**src/rtl/serv_decode_pkg.sv**
```systemverilog
// Shared opcode constants and the pre-decoded FIFO entry layout for serv_decode_fifo.
package serv_decode_pkg;

    localparam int unsigned OPC_W  = 5;
    localparam int unsigned F3_W   = 3;
    localparam int unsigned CSRB_W = 4;
    localparam int unsigned REG_W  = 5;

    // instr[6:2] major opcodes
    localparam logic [OPC_W-1:0] OPC_LOAD     = 5'b00000;
    localparam logic [OPC_W-1:0] OPC_MISC_MEM = 5'b00011;
    localparam logic [OPC_W-1:0] OPC_OP_IMM   = 5'b00100;
    localparam logic [OPC_W-1:0] OPC_AUIPC    = 5'b00101;
    localparam logic [OPC_W-1:0] OPC_STORE    = 5'b01000;
    localparam logic [OPC_W-1:0] OPC_OP       = 5'b01100;
    localparam logic [OPC_W-1:0] OPC_LUI      = 5'b01101;
    localparam logic [OPC_W-1:0] OPC_BRANCH   = 5'b11000;
    localparam logic [OPC_W-1:0] OPC_JALR     = 5'b11001;
    localparam logic [OPC_W-1:0] OPC_JAL      = 5'b11011;
    localparam logic [OPC_W-1:0] OPC_SYSTEM   = 5'b11100;

    typedef struct packed {
        logic [OPC_W-1:0]  opcode;
        logic [F3_W-1:0]   funct3;
        logic              imm30;
        logic [CSRB_W-1:0] csr_bits;
        logic [REG_W-1:0]  rd_addr;
        logic [REG_W-1:0]  rs1_addr;
        logic [REG_W-1:0]  rs2_addr;
        logic              mem_op;
        logic              branch_op;
        logic              shift_op;
        logic              slt_op;
        logic              csr_op;
        logic              e_op;
        logic              mret;
        logic              rd_op;
        logic              illegal;
        logic              mdu_op;
    } entry_t;

    localparam int unsigned ENTRY_W = $bits(entry_t);

    function automatic logic opc_legal(input logic [OPC_W-1:0] opc);
        case (opc)
            OPC_LOAD, OPC_MISC_MEM, OPC_OP_IMM, OPC_AUIPC, OPC_STORE,
            OPC_OP, OPC_LUI, OPC_BRANCH, OPC_JALR, OPC_JAL, OPC_SYSTEM: opc_legal = 1'b1;
            default:                                                   opc_legal = 1'b0;
        endcase
    endfunction

endpackage

```
**src/rtl/serv_predecode.sv**
```systemverilog
// Combinational instruction word -> pre-decoded FIFO entry.
// SERV_DECODE_MDU_EN enables decoding of M-extension OP words.
module serv_predecode
    import serv_decode_pkg::*;
#(
    parameter int unsigned RV32E = 0
) (
    input  logic [31:0] i_instr,
    output entry_t      o_entry
);

    logic [OPC_W-1:0] w_opc;
    logic [F3_W-1:0]  w_f3;
    logic [6:0]       w_f7;
    logic [REG_W-1:0] w_rd;
    logic [REG_W-1:0] w_rs1;
    logic [REG_W-1:0] w_rs2;
    logic w_is_op, w_is_opimm, w_is_sys, w_alu, w_mul, w_mdu, w_mul_ill;
    logic w_writes_rd, w_rs1_used, w_rs2_used, w_e_bad;

    assign w_opc = i_instr[6:2];
    assign w_f3  = i_instr[14:12];
    assign w_f7  = i_instr[31:25];
    assign w_rd  = i_instr[11:7];
    assign w_rs1 = i_instr[19:15];
    assign w_rs2 = i_instr[24:20];

    assign w_is_op    = (w_opc == OPC_OP);
    assign w_is_opimm = (w_opc == OPC_OP_IMM);
    assign w_is_sys   = (w_opc == OPC_SYSTEM);
    assign w_alu      = w_is_op | w_is_opimm;
    assign w_mul      = w_is_op & (w_f7 == 7'b0000001);

`ifdef SERV_DECODE_MDU_EN
    assign w_mdu     = w_mul;
    assign w_mul_ill = 1'b0;
`else
    assign w_mdu     = 1'b0;
    assign w_mul_ill = w_mul;
`endif

    assign w_writes_rd = (w_opc == OPC_LOAD) | w_is_opimm | (w_opc == OPC_AUIPC) | w_is_op |
                         (w_opc == OPC_LUI) | (w_opc == OPC_JALR) | (w_opc == OPC_JAL) |
                         (w_is_sys & (w_f3 != 3'b000));
    // CSR immediate forms (funct3[2]=1) carry a zimm, not a register, in the rs1 field
    assign w_rs1_used  = (w_opc == OPC_LOAD) | (w_opc == OPC_STORE) | (w_opc == OPC_BRANCH) |
                         (w_opc == OPC_JALR) | w_alu | (w_is_sys & (w_f3 != 3'b000) & !w_f3[2]);
    assign w_rs2_used  = (w_opc == OPC_STORE) | (w_opc == OPC_BRANCH) | w_is_op;
    assign w_e_bad     = (RV32E != 0) & ((w_writes_rd & w_rd[4]) | (w_rs1_used & w_rs1[4]) |
                                         (w_rs2_used & w_rs2[4]));

    always_comb begin
        o_entry           = '0;
        o_entry.opcode    = w_opc;
        o_entry.funct3    = w_f3;
        o_entry.imm30     = i_instr[30];
        o_entry.csr_bits  = {i_instr[26], i_instr[22], i_instr[21], i_instr[20]};
        o_entry.rd_addr   = w_rd;
        o_entry.rs1_addr  = w_rs1;
        o_entry.rs2_addr  = w_rs2;
        o_entry.mem_op    = !w_opc[4] & !w_opc[2] & !w_opc[0];
        o_entry.branch_op = w_opc[4] & !w_opc[2];
        o_entry.shift_op  = w_alu & (w_f3[1:0] == 2'b01) & !w_mdu;
        o_entry.slt_op    = w_alu & (w_f3[2:1] == 2'b01) & !w_mdu;
        o_entry.csr_op    = w_is_sys & (w_f3 != 3'b000);
        o_entry.e_op      = w_is_sys & (w_f3 == 3'b000) & !i_instr[21];
        o_entry.mret      = w_is_sys & (w_f3 == 3'b000) & i_instr[21];
        o_entry.rd_op     = w_writes_rd & (w_rd != 5'd0);
        o_entry.illegal   = (i_instr[1:0] != 2'b11) | !opc_legal(w_opc) | w_mul_ill | w_e_bad;
        o_entry.mdu_op    = w_mdu;
    end

endmodule

```
**src/rtl/serv_decode_fifo.sv**
```systemverilog
// Circular FIFO of pre-decoded instruction entries with valid/pop handshake at the head.
// SERV_DECODE_MDU_EN enables M-extension decoding (o_mdu_op).
module serv_decode_fifo
    import serv_decode_pkg::*;
#(
    parameter  int unsigned DEPTH = 2,
    parameter  int unsigned RV32E = 0,
    localparam int unsigned CNT_W = $clog2(DEPTH + 1)
) (
    input  logic             clk,
    input  logic             i_rst,
    input  logic [31:0]      i_wb_rdt,
    input  logic             i_wb_en,
    output logic             o_push_ready,
    input  logic             i_flush,
    input  logic             i_pop,
    output logic             o_valid,
    output logic [CNT_W-1:0] o_count,
    output logic             o_overflow,
    output logic [4:0]       o_opcode,
    output logic [2:0]       o_funct3,
    output logic             o_imm30,
    output logic [3:0]       o_csr_bits,
    output logic [4:0]       o_rd_addr,
    output logic [4:0]       o_rs1_addr,
    output logic [4:0]       o_rs2_addr,
    output logic             o_mem_op,
    output logic             o_branch_op,
    output logic             o_shift_op,
    output logic             o_slt_op,
    output logic             o_csr_op,
    output logic             o_e_op,
    output logic             o_mret,
    output logic             o_rd_op,
    output logic             o_illegal,
    output logic             o_mdu_op
);

    localparam int unsigned PTR_W = (DEPTH > 1) ? $clog2(DEPTH) : 1;

    entry_t           w_new_entry;
    entry_t           w_head;
    entry_t           r_mem [DEPTH];
    logic [PTR_W-1:0] r_wr_ptr, r_rd_ptr;
    logic [CNT_W-1:0] r_count, w_count_nxt;
    logic             r_valid, r_overflow;
    logic             w_push_ready, w_push, w_pop;

    serv_predecode #(.RV32E(RV32E)) u_predecode (
        .i_instr (i_wb_rdt),
        .o_entry (w_new_entry)
    );

    function automatic logic [PTR_W-1:0] ptr_inc(input logic [PTR_W-1:0] p);
        return (p == PTR_W'(DEPTH - 1)) ? '0 : p + PTR_W'(1);
    endfunction

    assign w_push_ready = (r_count < CNT_W'(DEPTH)) | (i_pop & r_valid);
    assign w_push       = i_wb_en & w_push_ready & !i_flush;
    assign w_pop        = i_pop & r_valid & !i_flush;

    always_comb begin
        w_count_nxt = r_count;
        case ({w_push, w_pop})
            2'b10:   w_count_nxt = r_count + CNT_W'(1);
            2'b01:   w_count_nxt = r_count - CNT_W'(1);
            default: w_count_nxt = r_count;
        endcase
    end

    // Control state; flush outranks push and pop, reset outranks everything
    always_ff @(posedge clk) begin
        if (i_rst) begin
            r_wr_ptr   <= '0;
            r_rd_ptr   <= '0;
            r_count    <= '0;
            r_valid    <= 1'b0;
            r_overflow <= 1'b0;
        end else if (i_flush) begin
            r_wr_ptr   <= '0;
            r_rd_ptr   <= '0;
            r_count    <= '0;
            r_valid    <= 1'b0;
            r_overflow <= 1'b0;
        end else begin
            if (w_push) r_wr_ptr <= ptr_inc(r_wr_ptr);
            if (w_pop)  r_rd_ptr <= ptr_inc(r_rd_ptr);
            r_count <= w_count_nxt;
            r_valid <= (w_count_nxt != '0);
            if (i_wb_en & !w_push_ready) r_overflow <= 1'b1;
        end
    end

    // Entry storage is not reset; r_valid qualifies it
    always_ff @(posedge clk) begin
        if (w_push) r_mem[r_wr_ptr] <= w_new_entry;
    end

    assign w_head = r_mem[r_rd_ptr];

    assign o_push_ready = w_push_ready;
    assign o_valid      = r_valid;
    assign o_count      = r_count;
    assign o_overflow   = r_overflow;
    assign o_opcode     = w_head.opcode;
    assign o_funct3     = w_head.funct3;
    assign o_imm30      = w_head.imm30;
    assign o_csr_bits   = w_head.csr_bits;
    assign o_rd_addr    = w_head.rd_addr;
    assign o_rs1_addr   = w_head.rs1_addr;
    assign o_rs2_addr   = w_head.rs2_addr;
    assign o_mem_op     = w_head.mem_op    & r_valid;
    assign o_branch_op  = w_head.branch_op & r_valid;
    assign o_shift_op   = w_head.shift_op  & r_valid;
    assign o_slt_op     = w_head.slt_op    & r_valid;
    assign o_csr_op     = w_head.csr_op    & r_valid;
    assign o_e_op       = w_head.e_op      & r_valid;
    assign o_mret       = w_head.mret      & r_valid;
    assign o_rd_op      = w_head.rd_op     & r_valid;
    assign o_illegal    = w_head.illegal   & r_valid;
    assign o_mdu_op     = w_head.mdu_op    & r_valid;

endmodule

```
**config.mk**
```make
export PLATFORM = sky130hd
export DESIGN_NAME = serv_decode_fifo
export DESIGN_NICKNAME = d
export VERILOG_FILES = /design/src/rtl/serv_decode_pkg.sv /design/src/rtl/serv_predecode.sv /design/src/rtl/serv_decode_fifo.sv
export SDC_FILE = /design/constraint.sdc
export NUM_CORES = 1
export LEC_CHECK = 0
export ABC_AREA = 1
export BUFFER_PORTS_ARGS = -buffer_cell sky130_fd_sc_hd__buf_2
export CELL_PAD_IN_SITES_DETAIL_PLACEMENT = 1
export CELL_PAD_IN_SITES_GLOBAL_PLACEMENT = 2
export CORE_ASPECT_RATIO = 0.7
export CORE_MARGIN = 2
export CORE_UTILIZATION = 30
export CTS_BUF_LIST = sky130_fd_sc_hd__clkbuf_4 sky130_fd_sc_hd__clkbuf_8 sky130_fd_sc_hd__clkbuf_16
export DETAILED_ROUTE_END_ITERATION = 10
export PLACE_DENSITY_LB_ADDON = 0.1
export SLEW_MARGIN = 30
export SYNTH_ARGS = -nofsm -noshare
export SYNTH_HDL_FRONTEND = slang
export SYNTH_SLANG_ARGS = --single-unit
```
**constraint.sdc**
```tcl
create_clock -name clk -period 2.55 [get_ports clk]
set_clock_uncertainty 0.2 [all_clocks]
set_input_delay 0.3825 -clock clk [delete_from_list [all_inputs] [get_ports clk]]
set_output_delay 0.3825 -clock clk [all_outputs]
set_load 0.005 [all_outputs]
```
After elaboration in Yosys (flattened, before gate mapping):

Memory sizes are Yosys's and may differ from the RTL's. A register that Yosys moved wholly into a read port is not among the register bits.
Cells that the tools add are included.

* reduce and logical (&&, ||, !) cells: 13
* multiplexer cells: 7
* shift-type cells: 0
* bitwise logic cells: 37
* divide/modulo/power cells: 0
* equal/unequal tests: 13
* $lt $le $gt $ge: 1
* multipliers: 0
* add/sub/neg operators: 4

Operators by type and width (count)
* 1-bit bitwise AND: 25
* 5-bit equality test, second input constant: 3
* 1-bit OR: 11
* 5-bit by 3-bit equality test with 1-bit output, second input constant: 2
* 5-bit by 4-bit equality test with 1-bit output, second input constant: 2
* 7-bit by 1-bit equality test with 1-bit output, second input constant: 1
* 1-bit logical NOT: 7
* 2-bit by 1-bit equality test with 1-bit output, second input constant: 3
* 1-bit 2-to-1 mux: 6
* 5-bit logical NOT: 1
* 5-bit nonzero test: 1
* 2-bit case mux with 2 select lines: 1
* 3-bit logical NOT: 1
* 3-bit nonzero test: 1
* 1-bit adder, second input constant: 2
* 2-bit by 1-bit adder with 2-bit output, second input constant: 1
* 2-bit equality test, second input constant: 1
* 2-bit less-than comparator, second input constant: 1
* 2-bit inequality test, second input constant: 1
* 2-bit nonzero test: 1
* 2-bit OR reduction: 1
* 2-bit by 1-bit subtractor with 2-bit output, second input constant: 1
* 1-bit bitwise AND, first input constant: 1

* bits in latches: 0
* register bits after elaboration: 6
* memory bits (writable): 74
* logic and storage cells: 82
* memories kept: 2
* ROM bits: 32
* input bits: 37
* output and inout port bits: 43

Memories
* r_mem: words 2, width 37, read ports 1, clocked after memory_dff 1, wr ports 1, RTL line serv_decode_fifo.sv:43 `entry_t r_mem [DEPTH];`
* (no name shown): words 32, width 1, read ports 1, clocked after memory_dff 0, wr ports 0, RTL line serv_decode_pkg.sv:45 `case (opc)`

Depth between registers and ports, before layout:

* depth after elaboration: 9
* gate-level depth with buffers: 10
* mapped depth without buffers: 10

Modules after synthesis:

A second synthesis with hierarchy kept.

* cell total of the unflattened synthesis: 333
* area total of the unflattened synthesis: 3631.0 µm²

By module, submodules not included
* serv_decode_fifo: sequential area each 2422.3 µm², cells each 242, area each 3105.5 µm², times used 1
* serv_predecode: sequential area each 0.0 µm², cells each 91, area each 525.5 µm², times used 1

Worst setup path after synthesis:

Ideal clock, no wire load.

* kind: reg2reg
* from: register r_valid (netlist: o_valid)
* to: memory r_mem[0][0] (netlist name) (enable)
* setup time: 0.425 ns
* arrival time: 2.163 ns
* path buffers: 0
* data required time: 1.925 ns
* clock period less this slack: 2.788 ns
* path slack: -0.238 ns
* cell stages (with the launch flop): 5
* cell sequence: dfxtp_1 > nand2_4 > nand2_4 > nand2_4 > nor2_1

* longest elaborated chain between the ends: 6

Ends and longest elaborated chain
* start, declared: RTL line serv_decode_fifo.sv:46 `logic r_valid, r_overflow;`
* start signal, assigned: RTL line serv_decode_fifo.sv:89 `r_valid <= (w_count_nxt != '0);`
* 1-bit bitwise AND: RTL line serv_decode_fifo.sv:58 `assign w_push_ready = (r_count < CNT_W'(DEPTH)) | (i_pop & r_valid);`
* 1-bit OR: RTL line serv_decode_fifo.sv:58
* net o_push_ready: RTL line serv_decode_fifo.sv:14 `output logic o_push_ready,`
* 1-bit bitwise AND (2 in a row): RTL line serv_decode_fifo.sv:59 `assign w_push = i_wb_en & w_push_ready & !i_flush;`
* 1-bit 2-to-1 mux: RTL line serv_decode_fifo.sv:96 `if (w_push) r_mem[r_wr_ptr] <= w_new_entry;`
* 1-bit 2-to-1 mux (implied by the code): RTL line serv_decode_fifo.sv:96
* end, declared: RTL line serv_decode_fifo.sv:43

The timed path passes the listed nets, and every way through them passes these cells.

==> key figures <==
Outcome
  • Status: finished, final reports clean

Synth
  • Register area share after synthesis: 69.6%
  • Async SR Flop Fraction: 0%
  • Post-synth top cells: 97 x nand2_1, 68 x edfxtp_1, 38 x nor2_1
  • Post-synth top flop: edfxtp_1
  • Mapped Area: ~3100 µm²
  • Mean Syn Cell Area: approximately 11 µm²
  • Post-synthesis cell type count: 23
  • Yosys warnings: 0
  • Gate Count Post-Synth: slightly below 300
  • Mapped Nets: approximately 330
  • Largest area contributor in the synthesized netlist: edfxtp_1
  • Synth area leaders: edfxtp_1 65%, nand2_1 12%, nor2_1 4.5%, dfxtp_1 4.5%, inv_1 2.6%
  • Yosys reg bits: 75
  • Top-area cell type share of the netlist area: between 60% and 70%
  • EDFF count, synth: 68
  • Most common cell in the netlist: nand2_1

Global routing
  • Initial antenna violation count: 0
  • All-Layer GR Usage: a little over an eighth
  • Vias in the first global route: about 2,200
  • GR Overflow Total: 0
  • M2 GR Usage: approximately a fifth
  • Met1 usage: between 10% and 20%
  • Largest net degree at the start of global routing: 35
  • First-pass GRT wire length: 11,500 µm
  • Grt met3 use: slightly above 5%
  • Global route hottest layer: met2

Power and ir drop
  • Pwr/cell area: roughly 730 nW/µm²
  • Pleak: 1.75 nW
  • Max IR drop VDD: roughly 0.42 mV

Clock tree
  • Gates resized, CTS repair: 0
  • Buffer count from post-CTS setup fixing: 0
  • Clk root buf: clkbuf_16
  • Clock Sinks: 75
  • Clk Latency, worst-skew pair: around 0.33 ns
  • CTS Hold Bufs: 0
  • Htree depth: 3
  • CTS tree: yes
  • Total CTS buffers: 9
  • Clk slew on worst S/H paths: about 0.060 ns
  • Clock buffer depth: 2

Placement
  • Pre-CTS setup slack: approximately 0.70 ns
  • Gp weighted congestion: roughly 0.67
  • Final HPWL DP: a little under 5000 µm
  • Port bufs: slightly below 80

Finish
  • Share of layout cells above drive strength 1: between 20% and 30%
  • Area taken by multi-input logic gates: 813 µm²
  • Layout Nets: just over 400
  • Area growth syn-to-layout: 27.8%
  • Fillers: ~1,100
  • Register area: approximately 2200 µm²
  • ANT cells: 0

STA
  • Tmin final: between 2 and 2.5 ns
  • Worst Slack Setup Final: ~0.43 ns
  • Final setup vio count: 0
  • RSZ-0062 raised after global routing: false
  • Slew Viols, Final: 0
  • Relative slew slack: 56.3%
  • Period utilisation layout: about 83%
  • Fmax: ~470 MHz
  • TNS Setup: 0 ns
  • Slew @ Worst Pin: approximately 0.65 ns
  • Fin. Hold Viols: 0

Worst setup path
  • Most used cell, CP: nor2_1
  • Critical path class: reg2out
  • Slowest CP cell: inv_2
  • Crit path launch type: register
  • Crit-path max cell delay: between 0.4 and 0.5 ns
  • CP bufs+invs: 2
  • Arrival time worst endpoint: 1.54 ns
  • CP top delay family: buffers and inverters
  • Worst Setup End Kind: output port
  • Worst-path maximum fanout: 34
  • Crit-path cells: inv_2 > nor2_1 > nor2_1 > buf_2
  • Required time of the critical path: between 1.5 and 2 ns

Floorplan
  • Die Area: approximately 11,000 µm²
  • Number of I/O pins: 80
  • Starting density of the core: between 30% and 40%
  • Core area: approximately 10,000 µm²
  • Die width: between 100 and 150 µm
  • DIE HEIGHT: roughly 90 µm
  • Row count: 31

Drt
  • First-pass detailed-route iteration total: 4
  • Vias per Instance: 4.36
  • Wirelength per Cell: between 10 and 15 µm
  • Final ANT Viol Nets: 0
  • Number of DRC markers in iteration 0: 154
  • Vias: approximately 2,200
  • Routed Wire Length: between 7000 and 8000 µm
  • DR DRC count: 0

Worst hold path
  • Worst hold-check path type: in2reg

Job
  • Max Cap Viol: 0
-- stage by stage --
stage	std cells	util (%)	area [µm²]	hold WS, ns	power (mW)
final	508	39.0	4010	0.0421	2.91
after global routing	508	39.0	4010	0.0341	3.02
after CTS	508	39.0	4010	0.0297	2.94
after detailed placement	492	35.9	3690	0.261	1.60
after global placement	492	35.9	3690	0.247	1.59
after floorplan	290	-	3140	0.247	1.50
-- final cells by class --
class,count,area share (%)
Inverter,23,2.15
Tap cell,132,4.12
Sequential cell,75,54.4
Clock buffer,11,5.99
Clock inverter,5,1.93
Timing Repair Buffer,82,11.1
Multi-Input combinational cell,180,20.3
-- state kept, by name, summed over array words and instances (netlist names), named ones only --
name,cells
o_overflow,1
r_rd_ptr,1
r_mem,68
o_count,2
o_valid,1
r_wr_ptr,1
-- worst reg2reg max path: cells and delay by family (launching register included) --
family	cells	cell delay [ns]
AND/OR/NAND/NOR	4	0.47
flip-flops	1	0.37
buffers and inverters	1	0.24
-- layout by cell type (no fill, tap or decap), types with 4 or more instances in the layout --
| cell | synthesis | final |
|---|---|---|
| inv_1 | 22 | 22 |
| nand2_1 | 97 | 97 |
| nand3_1 | 9 | 9 |
| nor2_1 | 38 | 37 |
| ha_1 | 4 | 4 |
| clkbuf_16 | 0 | 9 |
| buf_2 | 6 | 78 |
| edfxtp_1 | 68 | 68 |
| dfxtp_1 | 7 | 7 |
| nor3_1 | 4 | 4 |
| o21ai_0 | 11 | 11 |
-- where the power goes --
group	leakage [nW]	switching (mW)	internal, mW
Sequential	0.676	0.00909	1.38
Combinational	0.919	0.110	0.0710
Clock	0.156	0.469	0.875
Total	1.75	0.588	2.32
-- worst paths after layout --
path | from | end | slack [ns] | cells past startpoint
worst max register to register | o_valid$_SDFF_PP0_ | r_mem[1][34]$_DFFE_PP_ | 0.94 | 5
worst min register to register | o_overflow$_SDFFE_PP0P_ | o_overflow$_SDFFE_PP0P_ | 0.26 | 1
worst max-delay path | register | o_slt_op | 0.43 | 4
worst min-delay path | i_wb_rdt[19] | r_mem[0][18]$_DFFE_PP_ | 0.04 | 1
-- cell families (layout without fill, tap and decap cells) --
| group | count (synthesis) | after routing | synth area share [%] |
|---|---|---|---|
| buf+inv | 35 | 121 | 4.91 |
| simple gates | 159 | 159 | 21.1 |
| fa+ha+maj | 4 | 4 | 1.60 |
| xor+xnor | 1 | 1 | 0.279 |
| flops | 75 | 75 | 69.6 |
| compound gates | 15 | 15 | 2.47 |
| other cells | 1 | 1 | 0.120 |
-- per-layer routing --
metal,part of all wire [%],up-vias,wire [µm]
met2,43,63,3080
met3,6.1,7,437
met5,0,-,0
li1,-,1101,-
met4,1.1,0,81
met1,50,1043,3600
(Power assumes the default switching activity.)
